**config.mk**
```make
export PLATFORM = sky130hd
export DESIGN_NAME = fetch_ctrl
export DESIGN_NICKNAME = d
export VERILOG_FILES = /design/src/rtl/fetch_pkg.sv /design/src/rtl/next_pc_sel.sv /design/src/rtl/fetch_ctrl.sv
export SDC_FILE = /design/constraint.sdc
export NUM_CORES = 1
export LEC_CHECK = 0
export CORE_ASPECT_RATIO = 1.5
export CORE_MARGIN = 4
export CORE_UTILIZATION = 50
export DETAILED_ROUTE_END_ITERATION = 7
export MAX_ROUTING_LAYER = met4
export PLACE_DENSITY_LB_ADDON = 0.15
export SLEW_MARGIN = 5
export SYNTH_ARGS = -nofsm -noshare
export SYNTH_HDL_FRONTEND = slang
export SYNTH_SLANG_ARGS = --single-unit
```
**constraint.sdc**
```tcl
create_clock -name clk -period 3.9 [get_ports clk]
set_input_delay 0.39 -clock clk [delete_from_list [all_inputs] [get_ports clk]]
set_output_delay 0.39 -clock clk [all_outputs]
set_load 0.02 [all_outputs]
```
**src/rtl/fetch_pkg.sv**
```systemverilog
// Shared types and constants for the instruction fetch controller.
// Holds the FSM state enum, next-PC select encodings and reset PC default.
package fetch_pkg;

    typedef enum logic [1:0] {
        RST_WAIT = 2'd0,
        FETCH    = 2'd1,
        HOLD     = 2'd2,
        REDIR    = 2'd3
    } state_t;

    // Next-PC select. Encoding 2'b11 also selects the branch target.
    localparam logic [1:0] SEL_SEQ = 2'b00;
    localparam logic [1:0] SEL_BRA = 2'b01;
    localparam logic [1:0] SEL_RAA = 2'b10;

    localparam logic [15:0] DEF_RESET_PC = 16'h0000;

    // One-entry buffer for an instruction returned while decode is frozen.
    typedef struct packed {
        logic [15:0] instr;
        logic [15:0] pc1;
    } hold_t;

endpackage

```
**src/rtl/next_pc_sel.sv**
```systemverilog
// Combinational branch-select decode and next-PC target mux.
// Ports: pc, bs/ps/z/br_valid, bra/raa in; redirect, pc_inc, next_pc out.
module next_pc_sel
    import fetch_pkg::*;
(
    input  logic [15:0] pc,
    input  logic [1:0]  bs,
    input  logic        ps,
    input  logic        z,
    input  logic        br_valid,
    input  logic [15:0] bra,
    input  logic [15:0] raa,
    output logic        redirect,
    output logic [15:0] pc_inc,
    output logic [15:0] next_pc
);

    logic [1:0] sel;

    always_comb begin
        // bs[1] forces the low bit to follow bs[0], so 11 is an
        // unconditional branch and 10 is a register jump.
        sel      = {bs[1], ((ps ^ z) | bs[1]) & bs[0]};
        pc_inc   = pc + 16'd1;
        next_pc  = pc_inc;
        unique case (sel)
            SEL_SEQ: next_pc = pc_inc;
            SEL_RAA: next_pc = raa;
            default: next_pc = bra;
        endcase
        redirect = br_valid && (sel != SEL_SEQ);
    end

endmodule

```
**src/rtl/fetch_ctrl.sv**
```systemverilog
// Instruction fetch controller: PC, imem request FSM, IR and hold buffer.
// Ports: clk/rst, branch inputs, stall, imem req/addr/ack/data, ir/ir_valid/pc1_out/flush.
module fetch_ctrl
    import fetch_pkg::*;
#(
    parameter logic [15:0] RESET_PC = DEF_RESET_PC
) (
    input  logic        clk,
    input  logic        rst,
    input  logic [1:0]  bs,
    input  logic        ps,
    input  logic        z,
    input  logic        br_valid,
    input  logic [15:0] bra,
    input  logic [15:0] raa,
    input  logic        stall,
    output logic        imem_req,
    output logic [15:0] imem_addr,
    input  logic        imem_ack,
    input  logic [15:0] imem_data,
    output logic [15:0] ir,
    output logic        ir_valid,
    output logic [15:0] pc1_out,
    output logic        flush
);

    state_t      state_q, state_d;
    logic [15:0] pc_q, pc_d;
    logic [15:0] ir_q, ir_d;
    logic        ir_valid_q, ir_valid_d;
    logic [15:0] pc1_q, pc1_d;
    logic        flush_q, flush_d;
    logic        req_q, req_d;
    hold_t       hb_q, hb_d;
    logic        hb_valid_q, hb_valid_d;

    logic        redirect;
    logic [15:0] pc_inc;
    logic [15:0] next_pc;

    next_pc_sel u_sel (
        .pc       (pc_q),
        .bs       (bs),
        .ps       (ps),
        .z        (z),
        .br_valid (br_valid),
        .bra      (bra),
        .raa      (raa),
        .redirect (redirect),
        .pc_inc   (pc_inc),
        .next_pc  (next_pc)
    );

    always_comb begin
        state_d    = state_q;
        pc_d       = pc_q;
        ir_d       = ir_q;
        ir_valid_d = ir_valid_q;
        pc1_d      = pc1_q;
        hb_d       = hb_q;
        hb_valid_d = hb_valid_q;
        flush_d    = 1'b0;

        if (redirect) begin
            // Redirect wins over ack and stall; same-cycle ack data is dropped.
            pc_d       = next_pc;
            hb_d       = '0;
            hb_valid_d = 1'b0;
            ir_valid_d = 1'b0;
            flush_d    = 1'b1;
            state_d    = REDIR;
        end else begin
            unique case (state_q)
                RST_WAIT: begin
                    state_d = FETCH;
                end
                FETCH: begin
                    if (imem_ack) begin
                        pc_d = pc_inc;
                        if (stall) begin
                            hb_d       = '{instr: imem_data, pc1: pc_inc};
                            hb_valid_d = 1'b1;
                            state_d    = HOLD;
                        end else begin
                            ir_d       = imem_data;
                            ir_valid_d = 1'b1;
                            pc1_d      = pc_inc;
                        end
                    end else if (!stall) begin
                        // Decode consumed the old word and nothing new arrived.
                        ir_valid_d = 1'b0;
                    end
                end
                HOLD: begin
                    if (!stall) begin
                        ir_d       = hb_q.instr;
                        pc1_d      = hb_q.pc1;
                        ir_valid_d = 1'b1;
                        hb_valid_d = 1'b0;
                        state_d    = FETCH;
                    end
                end
                REDIR: begin
                    state_d = FETCH;
                end
                default: begin
                    state_d = RST_WAIT;
                end
            endcase
        end

        req_d = (state_d == FETCH);
    end

    always_ff @(posedge clk or posedge rst) begin
        if (rst) begin
            state_q    <= RST_WAIT;
            pc_q       <= RESET_PC;
            ir_q       <= '0;
            ir_valid_q <= 1'b0;
            pc1_q      <= '0;
            flush_q    <= 1'b0;
            req_q      <= 1'b0;
            hb_q       <= '0;
            hb_valid_q <= 1'b0;
        end else begin
            state_q    <= state_d;
            pc_q       <= pc_d;
            ir_q       <= ir_d;
            ir_valid_q <= ir_valid_d;
            pc1_q      <= pc1_d;
            flush_q    <= flush_d;
            req_q      <= req_d;
            hb_q       <= hb_d;
            hb_valid_q <= hb_valid_d;
        end
    end

    assign imem_req  = req_q;
    assign imem_addr = pc_q;
    assign ir        = ir_q;
    assign ir_valid  = ir_valid_q;
    assign pc1_out   = pc1_q;
    assign flush     = flush_q;

endmodule

```
==> flow_metrics.tcl, run 1 <==
set metrics [dict create \
    root_buffer "clkbuf_16" \
    arrival_ns 3.04 \
    drive_above_1_share_pct 7.782 \
    ys_ff_latch 85 \
    p_comb_share_pct 44.4 \
    placed_area_sq_um 5435 \
    cts.repair.resized 0 \
    antenna_cells 0 \
    outcome "completed" \
    drc_errors 0 \
    end_kind "register" \
    netlist_area_sq_um 4319 \
    stdcell_area_sq_um 5769 \
    synth_top_area_cell "dfrtp_1" \
    grt_max_degree 56 \
    worstPathRequired_ns 4.12 \
    portBuffers 107 \
    first_pass_iters 4 \
    p_seq_share_pct 33.1 \
    vias 3800 \
    synthTopCellsByArea "dfrtp_1 (49%), a22o_1 (4.3%), mux2i_1 (4.2%)" \
    ys.warnings.count 0 \
    synthDistinctLibCells 45 \
    critPathLaunchType "register" \
    die_h_um 121.8 \
    tightest_slew_ns 1.084 \
    clkPwrFrac_pct 22.6 \
    p_sw_share_pct 38.67 \
    htreeDepth 3 \
    finalNonFillerCells 621 \
    synth_flop_cell "dfrtp_1" \
    cts_tree "done" \
    power_density_nw_per_um2 732.2 \
    antenna_found_initial 0 \
    timing.setup.tns_ns 0 \
    place_hpwl_mm 8.441 \
    ant_nets 0 \
    nNetsFinal 570 \
    hp-class "in -> async" \
    synth-seq-area-share_pct 49.25 \
    hold_viol 0 \
    syn_inst 424 \
    areaGrowthSynthToFinish_pct 33.57 \
    internal_power_w 0.002591 \
    cp_max_fo 40 \
    clock_skew_ns 0.01172 \
    die_w_um 83.89 \
    setup_viol 0 \
    synth_top_area_share_pct 49.25 \
    leakage_nw 2.285 \
    synth-edff-count 0 \
    synthesis.nets 485 \
    drtIter0Drc 269 \
    avgViaCountPerCell 6.119 \
    critPathKind "reg -> reg" \
    grt_usage_pct 24.59 \
    die_area_sq_um 10220 \
    numClockSinks 85 \
    slew_viol_final 0 \
    avgSynthCellArea_sq_um 10.19 \
    post-cts-setup-buffers 0 \
    ctsHoldBuffers 0 \
    ys_async_sr_fraction_pct 100.0 \
    place_congestion 0.8461 \
    wirelength_mm 11.86 \
    io_pins 108 \
    max_slew_margin_pct 27.60 \
    grt_pass1_vias 3959 \
    wire_per_inst_um 19.09 \
    overflow 0 \
    rows 41 \
    fin_crit_ns 2.819 \
    grt_pass1_wl_mm 19.29 \
    start_util_pct 51.34 \
    cts_buffer_depth 2 \
    cts_buffers 9 \
    fin_util_pct 68.58 \
    ir_drop_mv 0.4296 \
    fin_crit_sh_pct 72.27 \
    dp_cells 605 \
    maxCapViolCount 0 \
    clk_pin_slew_ns 0.06 \
    clk_latency_ns 0.35 \
    grt_setup_unrepaired "false" \
    core_sq_um 8413 \
    p_switching_w 0.001633 \
    max_freq_mhz 354.8 \
]
## kinds of logic after synthesis
logic type	share of synthesized area (%)
simple gates	11.82
buf+inv	4.461
flops	49.25
xor+xnor	4.258
mux	5.997
compound gates	23.06
fa+ha+maj	1.159
## worst paths after layout
kind	start	end	slack, ns	cells past startpoint
worst max register to register	state_q[0]$_DFF_PP0_	pc1_out[5]$_DFFE_PP0P_	1.08	5
worst min-delay path	rst	imem_addr[5]$_DFFE_PP0P_	0.43	2
worst max-delay path	state_q[0]$_DFF_PP0_	pc1_out[5]$_DFFE_PP0P_	1.08	5
min in group clk	hb_q[11]$_DFFE_PP0P_	hb_q[11]$_DFFE_PP0P_	0.48	2
worst min register to register	hb_q[11]$_DFFE_PP0P_	hb_q[11]$_DFFE_PP0P_	0.48	2
max in group asynchronous	rst	pc1_out[12]$_DFFE_PP0P_	2.66	3
## through the flow
stage          hold slack (ns)  power (W)  setup WS (ns)
2_1_floorplan           0.4376   0.002508          1.317
3_3_place_gp            0.4550   0.003225          1.140
3_5_place_dp            0.4630   0.003274          1.072
4_1_cts                 0.4598   0.004239          1.081
5_1_grt                 0.4989   0.004451         0.8954
6_report                0.4334   0.004224          1.081
## critical path, stage by stage, from the launching register on
cell and delay [ns]:
dfrtp_1 0.39, inv_1 0.06, ha_2 0.48, o22a_1 0.50
nor3_4 0.83, mux2_2 0.42
## power groups by stage
stage | combinational (W) | clock [W] | sequential [W]
floorplan | 0.000910 | 0 | 0.00160
global placement | 0.00182 | 0 | 0.00140
detailed placement | 0.00187 | 0 | 0.00140
CTS | 0.00188 | 0.000959 | 0.00140
global route | 0.00202 | 0.000995 | 0.00143
finish | 0.00187 | 0.000953 | 0.00140
## flip-flops by register name (all words and copies together), names as in the netlist
| name | cells |
|---|---|
| ir_valid | 1 |
| pc1_out | 16 |
| imem_addr | 16 |
| flush | 1 |
| hb_q | 32 |
| imem_req | 1 |
| state_q | 2 |
| ir | 16 |
## layout make-up
| cell class | instances | area, sq um |
|---|---|---|
| clock inverter | 5 | 81.33 |
| clock buffer | 11 | 252.7 |
| multi-input combinational | 291 | 2027 |
| sequential | 85 | 2127 |
| fill | 690 | 2644 |
| timing repair buffer | 112 | 1109 |
| tap | 107 | 133.9 |
| inverter | 10 | 38.79 |
## cell usage after synthesis (all sizes together), types with 8 or more instances
cell type / number
xnor2: 17
a221oi: 15
a21oi: 35
dfrtp: 85
o21ai: 21
o31ai: 10
buf: 13
clkbuf: 25
mux2i: 18
a31oi: 23
nand4: 8
a22o: 21
nor4: 12
inv: 9
nor2: 10
nand2: 30
## cell usage in the layout (no fill, tap or decap), drive strengths merged, types with 2 or more instances in the layout
master         synthesis  routed
a211oi                 2       2
a21o                   2       2
a21oi                 35      35
a221o                  2       2
a221oi                15      15
a22o                  21      21
a31oi                 23      23
and2                   3       3
and3                   2       2
buf                   13       5
bufinv                 0       2
clkbuf                25      11
clkdlybuf4s50          0     107
clkinv                 1       3
dfrtp                 85      85
ha                     4       4
inv                    9       9
mux2                   7       7
mux2i                 18      18
nand2                 30      30
nand2b                 3       3
nand3                  7       7
nand4                  8       8
nor2                  10      10
nor2b                  2       2
nor3                   6       6
nor4                  12      12
o211ai                 6       6
o21ai                 21      21
o31a                   6       6
o31ai                 10      10
or3                    5       5
or4                    6       6
xnor2                 17      17
xor2                   4       4
## layer usage
layer | vias to the layer above | global-route usage, % | part of all wire (%)
met1 | 1899 | 26.71 | 39
met2 | 110 | 44.47 | 54
li1 | 1769 | - | -
met3 | 22 | 3.721 | 4.3
met4 | 0 | 10.66 | 2.6
met5 | - | - | 0
No activity file was read; power rests on OpenSTA's default activity.
==> inputs of run 2 (changes only) <==
- clock period: 3.9 -> 2.6 ns (I/O delays scaled with it)
==> flow_metrics.tcl, run 2 (synthesis results as in run 1) <==
set metrics [dict create \
    slowest_delay_ns 0.48 \
    cts_buffer_depth 2 \
    antenna_cells 0 \
    arrival_ns 2.40 \
    drc_errors 0 \
    wire_per_inst_um 19.29 \
    htreeDepth 3 \
    antenna_found_initial 0 \
    place_hpwl_mm 8.607 \
    clk_latency_ns 0.34 \
    setup_viol 0 \
    cp_common_cell "o31a_1" \
    critPathLaunchType "register" \
    hp-class "in -> async" \
    regMostFlops "hb_q" \
    cp_slowest_cell "dfrtp_1" \
    rows 41 \
    cts_buffers 9 \
    clk_pin_slew_ns 0.06 \
    ctsHoldBuffers 0 \
    areaGrowthSynthToFinish_pct 35.57 \
    leakage_nw 2.340 \
    critPathKind "reg -> reg" \
    portBuffers 107 \
    ant_nets 0 \
    die_h_um 121.8 \
    start_util_pct 51.34 \
    die_area_sq_um 10220 \
    overflow 0 \
    path_cells "ha_1 -> nand3_1 -> o31a_1 -> o31a_1 -> mux2_2" \
    final_common_cell "clkdlybuf4s50_1" \
    clock_skew_ns 0.005902 \
    reg2reg_to "pc1_out[10]$_DFFE_PP0P_" \
    nNetsFinal 581 \
    core_sq_um 8413 \
    ir_drop_mv 0.5876 \
    slew_viol_final 0 \
    numClockSinks 85 \
    cts.repair.resized 0 \
    root_buffer "clkbuf_16" \
    outcome "completed" \
    max_slew_margin_pct 21.78 \
    place_congestion 0.8748 \
    io_pins 108 \
    largest_register_ff_count 32 \
    drtIter0Drc 252 \
    hold_viol 0 \
    r2r_slack_ns 0.43 \
    cts_tree "done" \
    die_w_um 83.89 \
    timing.setup.tns_ns 0 \
    grt_usage_pct 24.94 \
    power_density_nw_per_um2 1092 \
    grt_pass1_wl_mm 19.51 \
    cp_max_fo 11 \
    maxCapViolCount 0 \
    r2r_start "imem_addr[0]$_DFFE_PP0P_" \
    wirelength_mm 12.17 \
    fin_crit_sh_pct 83.55 \
    first_pass_iters 4 \
    avgViaCountPerCell 6.125 \
    end_kind "register" \
    vias 3865 \
    post-cts-setup-buffers 0 \
    worstPathRequired_ns 2.83 \
    fin_crit_ns 2.172 \
    tightest_slew_ns 1.171 \
    cp_num_buf_inv 0 \
    final_cell_mix "clkdlybuf4s50_1 (107), dfrtp_1 (85), a21oi_1 (34)" \
    max_freq_mhz 460.4 \
    grt_setup_unrepaired "false" \
    grt_pass1_vias 3854 \
    reg2reg_depth 5 \
    grt_max_degree 40 \
    crit_family "compound AO/OA/AOI/OAI gates" \
    drive_above_1_share_pct 9.351 \
    fin_util_pct 69.60 \
]
==> run 2: area by class of cell <==
cell class,count,area (sq um)
clock inverter,3,68.82
inverter,10,38.79
tap,107,133.9
clock buffer,12,256.5
fill,674,2557
sequential,85,2127
timing repair buffer,123,1204
multi-input combinational,291,2027
==> run 2: worst max-delay path by stage <==
stage | start | endpoint | slack, ns | depth (start not counted)
after floorplan | rst | flush$_DFF_PP0_ | 0.15 | 1
after global placement | ps | imem_addr[1]$_DFFE_PP0P_ | 0.37 | 5
after global routing | imem_addr[0]$_DFFE_PP0P_ | pc1_out[10]$_DFFE_PP0P_ | 0.28 | 5
after detailed placement | ps | imem_addr[1]$_DFFE_PP0P_ | 0.30 | 5
after CTS | imem_addr[0]$_DFFE_PP0P_ | pc1_out[10]$_DFFE_PP0P_ | 0.41 | 5
final | imem_addr[0]$_DFFE_PP0P_ | pc1_out[10]$_DFFE_PP0P_ | 0.43 | 5
==> run 2: metrics by stage <==
step | instances | setup WS, ns | cell area [sq um] | power, W | hold slack [ns]
after floorplan | 424 | 0.1465 | 4319 | 0.003762 | 0.3927
after global placement | 616 | 0.3658 | 5530 | 0.004908 | 0.4503
after detailed placement | 616 | 0.3024 | 5530 | 0.004984 | 0.4671
after CTS | 631 | 0.4148 | 5856 | 0.006415 | 0.2821
after global routing | 631 | 0.2814 | 5856 | 0.006722 | 0.3206
final | 631 | 0.4278 | 5856 | 0.006392 | 0.2646
==> run 2: per-layer routing <==
metal  wire length (um)  global-route usage (%)  up-vias  share of wire (%)
li1                   -                       -     1794                  -
met2               6434                   43.08      132                 53
met3                536                   3.789       39                4.4
met5                  0                       -        -                  0
met4                410                   10.97        0                3.4
met1               4791                   28.79     1900                 39
==> run 2: worst register-to-register path, stage by stage (launching register included) <==
cell and delay [ns]:
dfrtp_1 0.48, ha_1 0.28, nand3_1 0.35, o31a_1 0.43, o31a_1 0.27, mux2_2 0.26
==> run 2: where the power goes <==
group	switching (W)	leakage, nW	total [W]	internal (W)
clock	0.000519	0.159	0.00141	0.000891
combinational	0.00159	1.13	0.00289	0.00130
sequential	0.000342	1.05	0.00209	0.00175
